[src/rtl/key_pio_pkg.sv]
// Shared constants and helpers for the key input PIO.
// Register offsets and debounce counter sizing.
package key_pio_pkg;

  localparam logic [1:0] ADDR_DATA = 2'd0;
  localparam logic [1:0] ADDR_MASK = 2'd1;
  localparam logic [1:0] ADDR_EDGE = 2'd3;

  function automatic int cnt_width(input int cycles);
    int w;
    w = $clog2(cycles);
    return (w < 1) ? 1 : w;
  endfunction

endpackage

[src/rtl/key_debounce.sv]
// One input bit: 2-flop synchroniser, stability counter and
// the accepted (debounced) level.
module key_debounce
  import key_pio_pkg::*;
#(
  parameter int   DEBOUNCE_CYCLES = 50000,
  parameter logic RST_VAL         = 1'b1
) (
  input  logic clk_i,
  input  logic rst_i,
  input  logic raw_i,
  output logic stable_o
);

  localparam int CW = cnt_width(DEBOUNCE_CYCLES);
  localparam logic [CW-1:0] TERM = CW'(DEBOUNCE_CYCLES - 1);

  logic          sync1_q;
  logic          sync2_q;
  logic          stable_q;
  logic          stable_d;
  logic [CW-1:0] cnt_q;
  logic [CW-1:0] cnt_d;

  // Bring the raw pin into the clock domain.
  always_ff @(posedge clk_i or posedge rst_i) begin
    if (rst_i) begin
      sync1_q <= RST_VAL;
      sync2_q <= RST_VAL;
    end else begin
      sync1_q <= raw_i;
      sync2_q <= sync1_q;
    end
  end

  // Accept a new level only after it has held for the full window.
  always_comb begin
    stable_d = stable_q;
    cnt_d    = '0;
    if (sync2_q != stable_q) begin
      if (cnt_q == TERM) begin
        stable_d = sync2_q;
      end else begin
        cnt_d = cnt_q + 1'b1;
      end
    end
  end

  // Debounce state registers.
  always_ff @(posedge clk_i or posedge rst_i) begin
    if (rst_i) begin
      stable_q <= RST_VAL;
      cnt_q    <= '0;
    end else begin
      stable_q <= stable_d;
      cnt_q    <= cnt_d;
    end
  end

  assign stable_o = stable_q;

endmodule

[src/rtl/key_pio_reader.sv]
// Avalon-MM input PIO for push-buttons/switches: debounced data,
// edge capture with write-1-to-clear, and a maskable level irq.
module key_pio_reader
  import key_pio_pkg::*;
#(
  parameter int WIDTH           = 4,
  parameter int DEBOUNCE_CYCLES = 50000,
  parameter int EDGE_FALLING    = 1
) (
  input  logic             clk_clk,
  input  logic             reset_reset,
  input  logic [WIDTH-1:0] keys_in,
  input  logic [1:0]       avs_address,
  input  logic             avs_read,
  input  logic             avs_write,
  input  logic [31:0]      avs_writedata,
  output logic [31:0]      avs_readdata,
  output logic             irq
);

  localparam logic RST_LVL = (EDGE_FALLING != 0);

  logic [WIDTH-1:0] stable;
  logic [WIDTH-1:0] prev_q;
  logic [WIDTH-1:0] pulse;
  logic [WIDTH-1:0] wdata;
  logic [WIDTH-1:0] clr;
  logic [WIDTH-1:0] mask_q;
  logic [WIDTH-1:0] mask_d;
  logic [WIDTH-1:0] edge_q;
  logic [WIDTH-1:0] edge_d;
  logic             irq_q;
  logic             irq_d;
  logic [31:0]      rdata_q;
  logic [31:0]      rdata_d;
  logic             unused_wdata;

  for (genvar i = 0; i < WIDTH; i++) begin : g_db
    key_debounce #(
      .DEBOUNCE_CYCLES(DEBOUNCE_CYCLES),
      .RST_VAL        (RST_LVL)
    ) u_db (
      .clk_i   (clk_clk),
      .rst_i   (reset_reset),
      .raw_i   (keys_in[i]),
      .stable_o(stable[i])
    );
  end

  assign wdata        = avs_writedata[WIDTH-1:0];
  assign unused_wdata = ^avs_writedata;

  // Remember last cycle's debounced level for edge detection.
  always_ff @(posedge clk_clk or posedge reset_reset) begin
    if (reset_reset) begin
      prev_q <= {WIDTH{RST_LVL}};
    end else begin
      prev_q <= stable;
    end
  end

  // One-cycle pulse on the selected transition direction.
  always_comb begin
    pulse = '0;
    if (EDGE_FALLING != 0) begin
      pulse = prev_q & ~stable;
    end else begin
      pulse = ~prev_q & stable;
    end
  end

  // Register writes, edge capture (set beats clear) and read mux.
  always_comb begin
    mask_d  = mask_q;
    clr     = '0;
    rdata_d = rdata_q;
    if (avs_write && avs_address == ADDR_MASK) begin
      mask_d = wdata;
    end
    if (avs_write && avs_address == ADDR_EDGE) begin
      clr = wdata;
    end
    edge_d = (edge_q & ~clr) | pulse;
    irq_d  = |(edge_q & mask_q);
    if (avs_read) begin
      case (avs_address)
        ADDR_DATA: rdata_d = 32'(stable);
        ADDR_MASK: rdata_d = 32'(mask_q);
        ADDR_EDGE: rdata_d = 32'(edge_q);
        default:   rdata_d = 32'd0;
      endcase
    end
  end

  // Bus-visible state registers.
  always_ff @(posedge clk_clk or posedge reset_reset) begin
    if (reset_reset) begin
      mask_q  <= '0;
      edge_q  <= '0;
      irq_q   <= 1'b0;
      rdata_q <= '0;
    end else begin
      mask_q  <= mask_d;
      edge_q  <= edge_d;
      irq_q   <= irq_d;
      rdata_q <= rdata_d;
    end
  end

  assign avs_readdata = rdata_q;
  assign irq          = irq_q;

endmodule

[config.mk]
export PLATFORM = sky130hd
export DESIGN_NAME = key_pio_reader
export DESIGN_NICKNAME = d
export VERILOG_FILES = /design/src/rtl/key_pio_pkg.sv /design/src/rtl/key_debounce.sv /design/src/rtl/key_pio_reader.sv
export SDC_FILE = /design/constraint.sdc
export NUM_CORES = 1
export LEC_CHECK = 0
export ABC_CLOCK_PERIOD_IN_PS = 8550
export CORE_MARGIN = 1
export CORE_UTILIZATION = 50
export DETAILED_ROUTE_END_ITERATION = 8
export PLACE_DENSITY = 0.77
export SETUP_SLACK_MARGIN = 0.3
export SLEW_MARGIN = 20
export SYNTH_ARGS = -nofsm -noshare
export SYNTH_HDL_FRONTEND = slang
export SYNTH_SLANG_ARGS = --single-unit
[constraint.sdc]
create_clock -name clk_clk -period 8.55 [get_ports clk_clk]
set_input_delay 1.71 -clock clk_clk [delete_from_list [all_inputs] [get_ports clk_clk]]
set_output_delay 1.71 -clock clk_clk [all_outputs]
set_load 0.02 [all_outputs]
==> impl_metrics.tcl <==
set metrics [dict create \
    cp-start-kind "flip-flop" \
    synth_cell_types 38 \
    r2r_setup_slack_ns 6.76 \
    top_layer "met4" \
    first_pass_iters 4 \
    drive_above_1_share_pct 10.22 \
    drc 0 \
    insertion_delay_ns 0.35 \
    setup_tns_ns 0 \
    coreArea_um2 8382 \
    rows 33 \
    dp_slack_ns 5.245 \
    status "completed" \
    required_ns 6.84 \
    fp.dieArea_um2 9252 \
    setup_violations 0 \
    tritoncts "done" \
    path_class "flip-flop to output port" \
    fin_worst_skew_ns 0.005864 \
    ys_ff_latch 93 \
    pwr-share-comb_pct 7.0 \
    power.switching_w 0.0001982 \
    yosys.area.top_type "dfrtp_1" \
    clk_pin_slew_ns 0.09 \
    grt_use_total_pct 18.96 \
    synth_area_leaders "dfrtp_1 43%, dfstp_2 9.5%, xnor2_1 8.7%, nor2_1 6.3%, buf_4 4.9%" \
    hp-class "flip-flop to flip-flop" \
    yosysSeqAreaShare_pct 52.92 \
    fin_area_um2 4845 \
    met1_length_um 3497 \
    pin_count 75 \
    holdBufCountCts 0 \
    placedCellCount 549 \
    seqPwrFrac_pct 53.9 \
    period_share_pct 35.75 \
    cp_slowest_cell "clkdlybuf4s50_1" \
    rsz0062_at_grt "false" \
    synth-edff-count 0 \
    dpl_cell_area_um2 4608 \
    synth.most_common_cell "dfrtp_1" \
    synth_area_um2 4436 \
    r2r-start "g_db[3].u_db.cnt_q[0]$_DFF_PP0_" \
    slowest_delay_ns 0.62 \
    max_slew_margin_pct 55.77 \
    worst_slack_ns 5.493 \
    cts-resized-gates 0 \
    synth.avg_cell_area_um2 10.24 \
    antenna_found_initial 0 \
    fin_nets 501 \
    finalCriticalPeriod_ns 3.057 \
    fin_cells 565 \
    clock_power_share_pct 39.1 \
    p_per_area_nw_per_um2 178.1 \
    worstHoldStart "g_db[0].u_db.sync1_q$_DFF_PP1_" \
    n_antenna_cell 0 \
    drv_slew 0 \
    ctsLongestPathBuffers 2 \
    drt_iter0_drc 114 \
    ys.warnings.count 0 \
    irDropWorstVdd_mv 0.1318 \
    cts_setup_buffers 0 \
    crit_arrival_ns 1.35 \
    critPathTopFamily "buffers and inverters" \
    root_buffer "clkbuf_8" \
    fill_cells 716 \
    p_sw_share_pct 22.98 \
    hold_viol 0 \
    wire_per_inst_um 13.49 \
    r2r-end "g_db[3].u_db.cnt_q[4]$_DFF_PP0_" \
    min_path_cells 0 \
    synth.top_cell.area_share_pct 43.44 \
    endpoint_kind "output port" \
    r2r_cells 5 \
    start_util_pct 52.92 \
    max_freq_ghz 0.3271 \
    routed_wl_um 7624 \
    grt_max_degree 56 \
    crit_buf_inv 1 \
    ys.flop_type "dfrtp_1" \
    dp_hpwl_um 5233 \
    async_reset_ff_share_pct 100.0 \
    ant_nets 0 \
    maxCapViolations 0 \
    h-tree-depth 3 \
    port_buffers 18 \
    gp_congestion 0.8211 \
    worst_pin_slew_ns 0.6634 \
    worst-path-max-fanout 2 \
    syn_to_final_growth_pct 9.224 \
    routed-wl-met2_um 3701 \
    die_w_um 96.19 \
    cts_buffers 9 \
    die_h_um 96.19 \
    intPower_w 0.0006644 \
    grt-ovfl-total 0 \
    via_count 3035 \
    path_cells "clkdlybuf4s50_1" \
    grt_pass1_vias 2910 \
    netlist_instances 433 \
    p_leak_nw 1.991 \
    clock_sinks 93 \
    synthTopCellsByCount "77 x dfrtp_1, 74 x nor2_1, 44 x xnor2_1" \
    min_to "g_db[0].u_db.sync2_q$_DFF_PP1_" \
    grt_pass1_wl_um 13320 \
    viasPerCell 5.372 \
    wl_met3_um 356 \
    worst-path-stages 1 \
]
## worst max-delay path by stage
| stage | from | to | slack [ns] |
|---|---|---|---|
| after floorplan | reset_reset | avs_readdata[0]$_DFFE_PP0P_ | 4.45 |
| after global placement | reset_reset | g_db[2].u_db.cnt_q[12]$_DFF_PP0_ | 5.27 |
| after detailed placement | reset_reset | g_db[2].u_db.cnt_q[12]$_DFF_PP0_ | 5.25 |
| after CTS | avs_readdata[0]$_DFFE_PP0P_ | avs_readdata[0] | 5.47 |
| after global routing | avs_readdata[0]$_DFFE_PP0P_ | avs_readdata[0] | 5.43 |
| final | avs_readdata[0]$_DFFE_PP0P_ | avs_readdata[0] | 5.49 |
## kinds of logic (layout without fill, tap and decap cells)
kind of cell / Yosys count / in the layout / share of synthesized area (%)
simple gates: 187 / 187 / 21.38
flops: 93 / 93 / 52.92
xor+xnor: 57 / 57 / 11.26
buf+inv: 54 / 54 / 7.221
compound gates: 29 / 29 / 3.893
mux: 8 / 8 / 2.116
fa+ha+maj: 4 / 4 / 1.128
other cells: 1 / 28 / 0.08455
## power by group through the flow
stage | clock [W] | combinational [W] | sequential [W]
after global placement | 0 | 0.0000598 | 0.000473
after detailed placement | 0 | 0.0000614 | 0.000473
final | 0.000337 | 0.0000605 | 0.000465
after global routing | 0.000365 | 0.0000695 | 0.000467
after CTS | 0.000345 | 0.0000616 | 0.000465
after floorplan | 0 | 0.0000488 | 0.000474
## state kept, by name, indices dropped and copies added, names as in the netlist
name                count
g_db.u_db.cnt_q        64
avs_readdata            4
edge_q                  4
g_db.u_db.stable_o      4
g_db.u_db.sync1_q       4
g_db.u_db.sync2_q       4
mask_q                  4
prev_q                  4
irq                     1
## per-stage QoR
stage | power [W] | hold WS [ns] | util [%]
floorplan | 0.0005229 | 0.3452 | -
global placement | 0.0005324 | 0.3462 | 54.98
detailed placement | 0.0005344 | 0.3470 | 54.98
CTS | 0.0008718 | 0.3594 | 57.80
global route | 0.0009020 | 0.3642 | 57.80
finish | 0.0008626 | 0.3600 | 57.80
## layout by cell type, fill, tap and decap left out, types with 16 or more instances in the layout
master and count:
clkdlybuf4s50_1 18, nand4_1 20, inv_1 18, dfrtp_1 77, conb_1 28, nor2_1 74, dfstp_2 16, xnor2_1 44
nand2_1 21, nand3_1 21
## layout make-up
class,instances,area (µm²),share of cell area [%]
Inverter,19,72.57,1.498
Multi-Input combinational cell,313,1869,38.58
Tap cell,105,131.4,2.712
Clock inverter,3,67.56,1.395
Clock buffer,13,168.9,3.487
Timing Repair Buffer,19,187.7,3.874
Sequential cell,93,2347,48.45
## layer usage
metal / up-vias / GRT usage, %
met4: 0 / 6.219
met3: 4 / 5.450
li1: 1467 / -
met5: - / 0
met1: 1487 / 24.72
met2: 77 / 30.44
No activity file was read; power rests on OpenSTA's default activity.
